## src/rtl/cic_pkg.sv

```systemverilog
// Shared definitions for the CIC comb section: datapath width default,
// shift-control width, channel index type and the largest legal shift.
package cic_pkg;

  localparam int W_DEF     = 64;
  localparam int SHW       = 6;
  localparam int SHIFT_MAX = 63;

  // Channel index: 0 = ch0, 1 = ch1 (2-channel interleaved mode)
  typedef logic chan_t;

  typedef logic [SHW-1:0] shift_t;

endpackage

```

## src/rtl/comb_stage.sv

```systemverilog
// One CIC comb differentiator: y = x - x_delayed, with a separate delay
// word per channel so two interleaved channels share one subtractor.
// The delay only advances on valid samples, so decimation gaps are ignored.
module comb_stage
  import cic_pkg::*;
#(
  parameter int W = W_DEF
) (
  input  logic         clk,
  input  logic         rst,
  input  logic [W-1:0] x_i,
  input  logic         v_i,
  input  chan_t        ch_i,
  output logic [W-1:0] y_o,
  output logic         v_o,
  output chan_t        ch_o
);

  logic [W-1:0] dly_q [2];
  logic [W-1:0] y_q;
  logic         v_q;
  chan_t        ch_q;

  // Difference against the channel's previous sample; wraps modulo 2^W
  always_ff @(posedge clk) begin
    if (rst) begin
      dly_q[0] <= '0;
      dly_q[1] <= '0;
      y_q      <= '0;
      v_q      <= 1'b0;
      ch_q     <= 1'b0;
    end else begin
      y_q  <= x_i - dly_q[ch_i];
      v_q  <= v_i;
      ch_q <= ch_i;
      if (v_i) begin
        dly_q[ch_i] <= x_i;
      end
    end
  end

  assign y_o  = y_q;
  assign v_o  = v_q;
  assign ch_o = ch_q;

endmodule

```

## src/rtl/comb64_dec.sv

```systemverilog
// Decimating CIC comb section following the 64-bit integrator chain.
// Decimates by (rate+1), runs STAGES comb differentiators per channel and
// slices the result at the selected shift into an OW-bit sample.
// Optional build macro ROUND_EN: round-half-up before slicing with
// positive saturation; undefined gives plain truncation.
module comb64_dec
  import cic_pkg::*;
#(
  parameter int W      = W_DEF,
  parameter int STAGES = 5,
  parameter int RW     = 16,
  parameter int OW     = 24
) (
  input  logic          clk,
  input  logic          rst,
  input  logic [W-1:0]  d,
  input  logic          n,
  input  logic [RW-1:0] rate,
  input  shift_t        shift,
  output logic [OW-1:0] q,
  output chan_t         ch,
  output logic          v
);

  logic          p_q;
  logic [RW-1:0] cnt_q;
  logic [RW-1:0] cnt_d;
  logic          end_period_s;
  logic          capture_s;

  logic [W-1:0]  cap_x_q;
  logic          cap_v_q;
  chan_t         cap_ch_q;

  logic [W-1:0]  sx_s  [STAGES+1];
  logic          sv_s  [STAGES+1];
  chan_t         sch_s [STAGES+1];

  logic [W-1:0]         src_s;
  logic signed [W+OW-1:0] ext_s;
  logic [OW-1:0]        scale_d;
  logic [OW-1:0]        q_q;
  chan_t                ch_q;
  logic                 v_q;

  // A period is one clock with one channel, or the ch0/ch1 pair ending at p=1
  assign end_period_s = ~n | p_q;
  assign capture_s    = (cnt_q == {RW{1'b0}});

  // Decimation counter: count down per period, reload rate after reaching zero
  always_comb begin
    cnt_d = cnt_q;
    if (end_period_s) begin
      if (cnt_q == {RW{1'b0}}) begin
        cnt_d = rate;
      end else begin
        cnt_d = cnt_q - {{(RW-1){1'b0}}, 1'b1};
      end
    end else begin
      cnt_d = cnt_q;
    end
  end

  // Phase/counter state and the capture register feeding the comb chain
  always_ff @(posedge clk) begin
    if (rst) begin
      p_q      <= 1'b0;
      cnt_q    <= '0;
      cap_x_q  <= '0;
      cap_v_q  <= 1'b0;
      cap_ch_q <= 1'b0;
    end else begin
      p_q      <= ~p_q;
      cnt_q    <= cnt_d;
      cap_x_q  <= d;
      cap_v_q  <= capture_s;
      cap_ch_q <= n & p_q;
    end
  end

  assign sx_s[0]  = cap_x_q;
  assign sv_s[0]  = cap_v_q;
  assign sch_s[0] = cap_ch_q;

  for (genvar k = 0; k < STAGES; k++) begin : g_stage
    comb_stage #(.W(W)) u_stage (
      .clk  (clk),
      .rst  (rst),
      .x_i  (sx_s[k]),
      .v_i  (sv_s[k]),
      .ch_i (sch_s[k]),
      .y_o  (sx_s[k+1]),
      .v_o  (sv_s[k+1]),
      .ch_o (sch_s[k+1])
    );
  end

`ifdef ROUND_EN
  logic [W-1:0] rnd_s;
  logic         sat_s;

  // Half-LSB rounding term; positive overflow of the add saturates
  always_comb begin
    rnd_s = '0;
    if (shift != 6'd0) begin
      rnd_s = {{(W-1){1'b0}}, 1'b1} << (shift - 6'd1);
    end else begin
      rnd_s = '0;
    end
    src_s = sx_s[STAGES] + rnd_s;
    sat_s = ~sx_s[STAGES][W-1] & src_s[W-1];
  end
`else
  assign src_s = sx_s[STAGES];
`endif

  // Sign-extend above bit W-1 so large shifts still slice a signed value
  always_comb begin
    ext_s   = signed'({{OW{src_s[W-1]}}, src_s});
    scale_d = OW'(ext_s >>> shift);
`ifdef ROUND_EN
    if (sat_s) begin
      scale_d = {1'b0, {(OW-1){1'b1}}};
    end else begin
      scale_d = OW'(ext_s >>> shift);
    end
`endif
  end

  // Output register: scaled sample with its valid strobe and channel tag
  always_ff @(posedge clk) begin
    if (rst) begin
      q_q  <= '0;
      ch_q <= 1'b0;
      v_q  <= 1'b0;
    end else begin
      q_q  <= scale_d;
      ch_q <= sch_s[STAGES];
      v_q  <= sv_s[STAGES];
    end
  end

  assign q  = q_q;
  assign ch = ch_q;
  assign v  = v_q;

endmodule

```

## config.mk

```make
export PLATFORM = sky130hd
export DESIGN_NAME = comb64_dec
export DESIGN_NICKNAME = d
export VERILOG_FILES = /design/src/rtl/cic_pkg.sv /design/src/rtl/comb_stage.sv /design/src/rtl/comb64_dec.sv
export SDC_FILE = /design/constraint.sdc
export NUM_CORES = 2
export LEC_CHECK = 0
export CORE_ASPECT_RATIO = 1.2
export CORE_UTILIZATION = 37
export CTS_CLUSTER_SIZE = 8
export DETAILED_ROUTE_END_ITERATION = 16
export GPL_ROUTABILITY_DRIVEN = 0
export SYNTH_ARGS = -nofsm -noshare
export SYNTH_HDL_FRONTEND = slang
export SYNTH_SLANG_ARGS = --single-unit
export TNS_END_PERCENT = 50
```

## constraint.sdc

```tcl
create_clock -name clk -period 7.45 [get_ports clk]
set_input_delay 1.8625 -clock clk [delete_from_list [all_inputs] [get_ports clk]]
set_output_delay 1.8625 -clock clk [all_outputs]
set_load 0.02 [all_outputs]
```

Word-level counts from Yosys, hierarchy flattened
Memories as Yosys holds them, arrays and structs flattened. A register that Yosys moved wholly into a read port is not among the register bits. Index checks and enable logic that the tools add are counted.

Register bits after elaboration: 439. RAM bits: 640. Input bits: 89. Output and inout port bits: 26. Memories: 5.

$add $sub $neg: 6. Shifts and indexed selects: 1. Mux-type cells: 38. Bitwise gates (word level): 4. Reductions and logical operators: 6.

Memory list: g_stage[0].u_stage.dly_q (words 2, width 64, rd ports 1, clocked after memory_dff 1, wr ports 2, RTL line comb_stage.sv:19) `logic [W-1:0] dly_q [2];`; g_stage[1].u_stage.dly_q (words 2, width 64, rd ports 1, clocked after memory_dff 1, wr ports 2, RTL line comb_stage.sv:19); g_stage[2].u_stage.dly_q (words 2, width 64, rd ports 1, clocked after memory_dff 1, wr ports 2, RTL line comb_stage.sv:19); g_stage[3].u_stage.dly_q (words 2, width 64, rd ports 1, clocked after memory_dff 1, wr ports 2, RTL line comb_stage.sv:19); g_stage[4].u_stage.dly_q (words 2, width 64, rd ports 1, clocked after memory_dff 1, wr ports 2, RTL line comb_stage.sv:19).

Operators by type and width (number): two-way mux 64 bit (5); OR reduction 64 bit (5); subtractor 64 bit (5); >>> shifter 64 x 6 -> 24 bit (1); two-way mux 1 bit (32); logical NOT 16 bit (1); two-way mux 16 bit (1); subtractor 16 x 1 -> 16 bit (second input constant) (1); inverter 1 bit (2); AND 1 bit (1); bitwise OR 1 bit (1).

Logic depth before layout (Yosys ltp)
Depth after elaboration: 5. Depth in mapped cells: 16. Depth with buffers taken out: 13.

Modules after synthesis
Synthesis repeated with hierarchy kept, for this count alone.

Cell total of the unflattened synthesis: 6233. Area total of the unflattened synthesis: 63958.8 µm².

By module, submodules not included: comb_stage at g_stage[2].u_stage ... (times used 3, cells each 1067, area an instance 10954.3 µm², seq. area each 5165.0 µm²); comb_stage at g_stage[1].u_stage (times used 1, cells each 1136, area an instance 11405.9 µm², seq. area each 5165.0 µm²); comb_stage at g_stage[0].u_stage (times used 1, cells each 1050, area an instance 10801.6 µm², seq. area each 5165.0 µm²); comb64_dec (times used 1, cells each 846, area an instance 8888.5 µm², seq. area each 2182.1 µm²).

Least setup slack after synthesis
OpenSTA, ideal clock, no wires.

Kind: input to register. Start: in rst. End: mem g_stage[3].u_stage.dly_q[1][0] (netlist name), enable pin. Arrival time: 4376 ps. Required time: 7029 ps. Setup slack: 2653 ps. Cell stages on the path: 5. Cells stage by stage: clkbuf_1 -> clkbuf_1 -> buf_1 -> buf_1 -> a21o_1.

RTL lines: start: declaration (RTL line comb64_dec.sv:15) `input logic rst,`; end: declaration (RTL line comb_stage.sv:19).

==> reports/qor.yml <==
vias_per_cell: 5.28
fmax_mhz: 203
setup_viol: 0
first_global_vias: 43400
outcome: "complete, no violations"
port_buffers: 114
timing.rr.start: "g_stage[0].u_stage.ch_o$_SDFF_PP0_"
place_ws_ps: 2590
max_cap_viol_count: 0
first_pass_iters: 5
yosysWarnings: 0
grt_usage: 0.162
met1_usage: 0.191
synth-xor-area-share: 0.0389
ys_seq_area_frac: 0.459
cts.hold.buffers_added: 0
hold_class: "reg -> reg"
layout-drive-gt1-share: 0.0610
fillCellCount: 15500
wire_per_inst_um: 16.7
syn_inst: 6037
hold_end: "ch$_SDFF_PP0_"
max_slew_margin: 0.193
fp.dieW_um: 373
synth_mux_area_frac: 0.0852
synth_area_leader_cell: "edfxtp_1"
synth-main-ff-cell: "edfxtp_1"
post_cts_buffers: 0
synth_compound_area_frac: 0.137
dp_hpwl_mm: 99.0
first_iter_violations: 2690
ant_nets: 0
min_period_ps: 4910
num_io_pins: 115
syn_avg_cell_area_um2: 10.1
cp.required_ps: 8070
worst_pin_slew_ps: 1210
switching_share: 0.363
synthTopCellsByCount: "640 x edfxtp_1, 553 x nor2_1, 439 x dfxtp_1, 414 x a21oi_1, 371 x mux2i_1"
finalWorstSetupSlack_ps: 2540
clock_path_buffers: 3
cp-start-kind: "register"
seq_area_mm2: 0.0280
clk_latency_ps: 790
slowest_delay_ps: 900
synthAdderAreaFrac: 0.0727
hold_viol: 0
top_usage_layer: "met2"
die_y_um: 447
powerDensity_mw_per_mm2: 340
rsz0062_at_grt: "false"
grt_first_pass_wirelength_mm: 223
ys_types: 87
num_rows: 162
period_share: 0.660
syn-num-nets: 6478
cp_max_fo: 61
final_nets: 6428
yosysMostFrequentCell: "edfxtp_1"
cts_buffers: 155
cp_slowest_cell: "dfxtp_4"
final_cell_count_no_fill: 8249
finClkSkew_ps: 42.1
htreeDepth: 4
crit_top_cell: "a211oi_1"
cts.sinks: 1079
worstPathArrival_ps: 5540
gr-usage-met3: 0.0227
synth_area_leaders: "edfxtp_1 31%, dfxtp_1 14%, ha_1 7.1%"
antenna_found_initial: 3
vdd_drop_max_mv: 0.205
path_class: "reg -> reg"
ys_ff_latch: 1079
design_power_total_mw: 23.3
p_seq_frac: 0.341
synthToLayoutAreaGrowth_pct: 12.4
via_count: 43600
hold_start: "g_stage[4].u_stage.ch_o$_SDFF_PP0_"
ff2ff_path_depth: 14
power.share.clock: 0.284
cp-end-kind: "register"
synth_top_family_by_area: "simple AND/OR/NAND/NOR gates"
reg2reg_to: "g_stage[1].u_stage.y_o[56]$_SDFF_PP0_"
cts_tree: "yes"
yosysTopAreaCellShare: 0.315
gr-usage-met2: 0.289
dieArea_mm2: 0.167
multiInputGateArea_mm2: 0.0313
hold_depth: 1
root_buffer: "clkbuf_16"
total_leakage_power_nw: 27.8
internal_power_mw: 14.9
drt_wl_total_mm: 138
fp.coreArea_mm2: 0.163
drc: 0
path_cells: "mux2_2 -> ha_1 -> fa_1 -> nand2b_1 -> a21o_1 -> a211oi_1 -> o311ai_0 -> buf_4 -> a211oi_1 -> nor4_2 -> o21ai_1 -> a41oi_1 -> xor2_1 -> nor2_1"
initial_core_util: 0.374
grt_max_degree: 82
synth_simple_gate_area_frac: 0.177
dp_cells: 7962
cts-resized-gates: 0
synthesis.area_mm2: 0.0611
async_reset_ff_frac: 0
p_sw_mw: 8.48
reg2reg_slack_ps: 2540
synth_edf_count: 640
setup-tns-final_ps: 0
overflow: 0
power_frac_comb: 0.376
finalMaxSlewViolations: 0
clk_pin_slew_worst_paths_ps: 50
==> cells by family (layout without fill, tap and decap cells) <==
group                    Yosys count  after routing
buffers and inverters            489            568
other                              0              1
adder cells (fa/ha/maj)          352            352
multiplexers                     450            450
flip-flops                      1079           1079
AO/OA/AOI/OAI                   1297           1297
XOR/XNOR                         271            271
AND/OR/NAND/NOR                 2099           2099
==> through the flow <==
stage | hold slack (ps) | instance area [µm²] | util
finish | 440 | 68600 | 0.420
global route | 464 | 68600 | 0.420
CTS | 451 | 68600 | 0.420
detailed placement | 433 | 63900 | 0.392
global placement | 437 | 63900 | 0.392
floorplan | 402 | 61100 | -
==> worst max-delay path: cells and delay by family (launching register included) <==
| kind | cells | cell delay, ps |
|---|---|---|
| AOI/OAI and AO/OA | 6 | 2050 |
| xor gates and xnor gates | 1 | 150 |
| adders and majority gates | 2 | 640 |
| buffers and inverters | 1 | 180 |
| DFF | 1 | 900 |
| muxes | 1 | 420 |
| and+or+nand+nor | 3 | 410 |
==> registers in the layout, indices dropped and copies added (netlist names) <==
name,flops
ch,1
cnt_q,16
q,24
g_stage.u_stage.v_o,5
p_q,1
g_stage.u_stage.dly_q,640
cap_ch_q,1
g_stage.u_stage.y_o,320
v,1
cap_v_q,1
cap_x_q,64
g_stage.u_stage.ch_o,5
==> power by group through the flow <==
stage          Clock, mW  Sequential [mW]  Combinational [mW]
2_1_floorplan          0             7.76                6.76
3_3_place_gp           0             8.04                8.56
3_5_place_dp           0             8.06                8.63
4_1_cts             6.80             7.96                8.68
5_1_grt             7.04             8.07                9.72
6_report            6.62             7.95                8.77
==> metal layers <==
layer	wire length [µm]	vias up
li1	-	21900
met1	60200	20400
met2	67500	1001
met3	4490	355
met4	5790	0
met5	0	-
==> how the worst max path moves through the flow <==
stage                                              endpoint                          startpoint  slack [ps]
2_1_floorplan  g_stage[3].u_stage.dly_q[1][0]$_SDFFCE_PN0P_                                 rst        2650
3_3_place_gp          g_stage[3].u_stage.y_o[62]$_SDFF_PP0_  g_stage[2].u_stage.ch_o$_SDFF_PP0_        2600
3_5_place_dp          g_stage[3].u_stage.y_o[62]$_SDFF_PP0_  g_stage[2].u_stage.ch_o$_SDFF_PP0_        2590
4_1_cts               g_stage[1].u_stage.y_o[56]$_SDFF_PP0_  g_stage[0].u_stage.ch_o$_SDFF_PP0_        2550
5_1_grt               g_stage[1].u_stage.y_o[56]$_SDFF_PP0_  g_stage[0].u_stage.ch_o$_SDFF_PP0_        2320
6_report              g_stage[1].u_stage.y_o[56]$_SDFF_PP0_  g_stage[0].u_stage.ch_o$_SDFF_PP0_        2540
==> layout make-up <==
type                       count  area share
clock inverter                17     0.00427
inverter                     119     0.00651
sequential                  1079       0.408
multi-input combinational   4469       0.456
timing repair buffer         163      0.0222
clock buffer                 269      0.0640
tap                         2132      0.0389
antenna                        1   0.0000365
==> cell usage in the layout, fill, tap and decap left out, types with 51 or more instances in the layout <==
| cell | Yosys | layout |
|---|---|---|
| edfxtp_1 | 640 | 640 |
| nor2_1 | 553 | 553 |
| dfxtp_1 | 439 | 434 |
| a21oi_1 | 414 | 414 |
| mux2i_1 | 371 | 371 |
| and3_1 | 357 | 357 |
| and2_1 | 347 | 347 |
| ha_1 | 347 | 347 |
| nand2_1 | 333 | 333 |
| o21ai_0 | 210 | 210 |
| a21o_1 | 191 | 186 |
| xnor2_1 | 158 | 158 |
| clkbuf_16 | 0 | 157 |
| nor2b_1 | 137 | 127 |
| inv_1 | 116 | 116 |
| xor2_1 | 113 | 113 |
| nand4_1 | 110 | 110 |
| clkdlybuf4s50_1 | 0 | 110 |
| clkbuf_1 | 317 | 108 |
| o21bai_1 | 84 | 84 |
| a211oi_1 | 72 | 72 |
| nor3_1 | 71 | 71 |
| nand3_1 | 65 | 65 |
| mux4_2 | 53 | 53 |
| o21a_1 | 51 | 51 |
No activity file was read; power rests on OpenSTA's default activity.
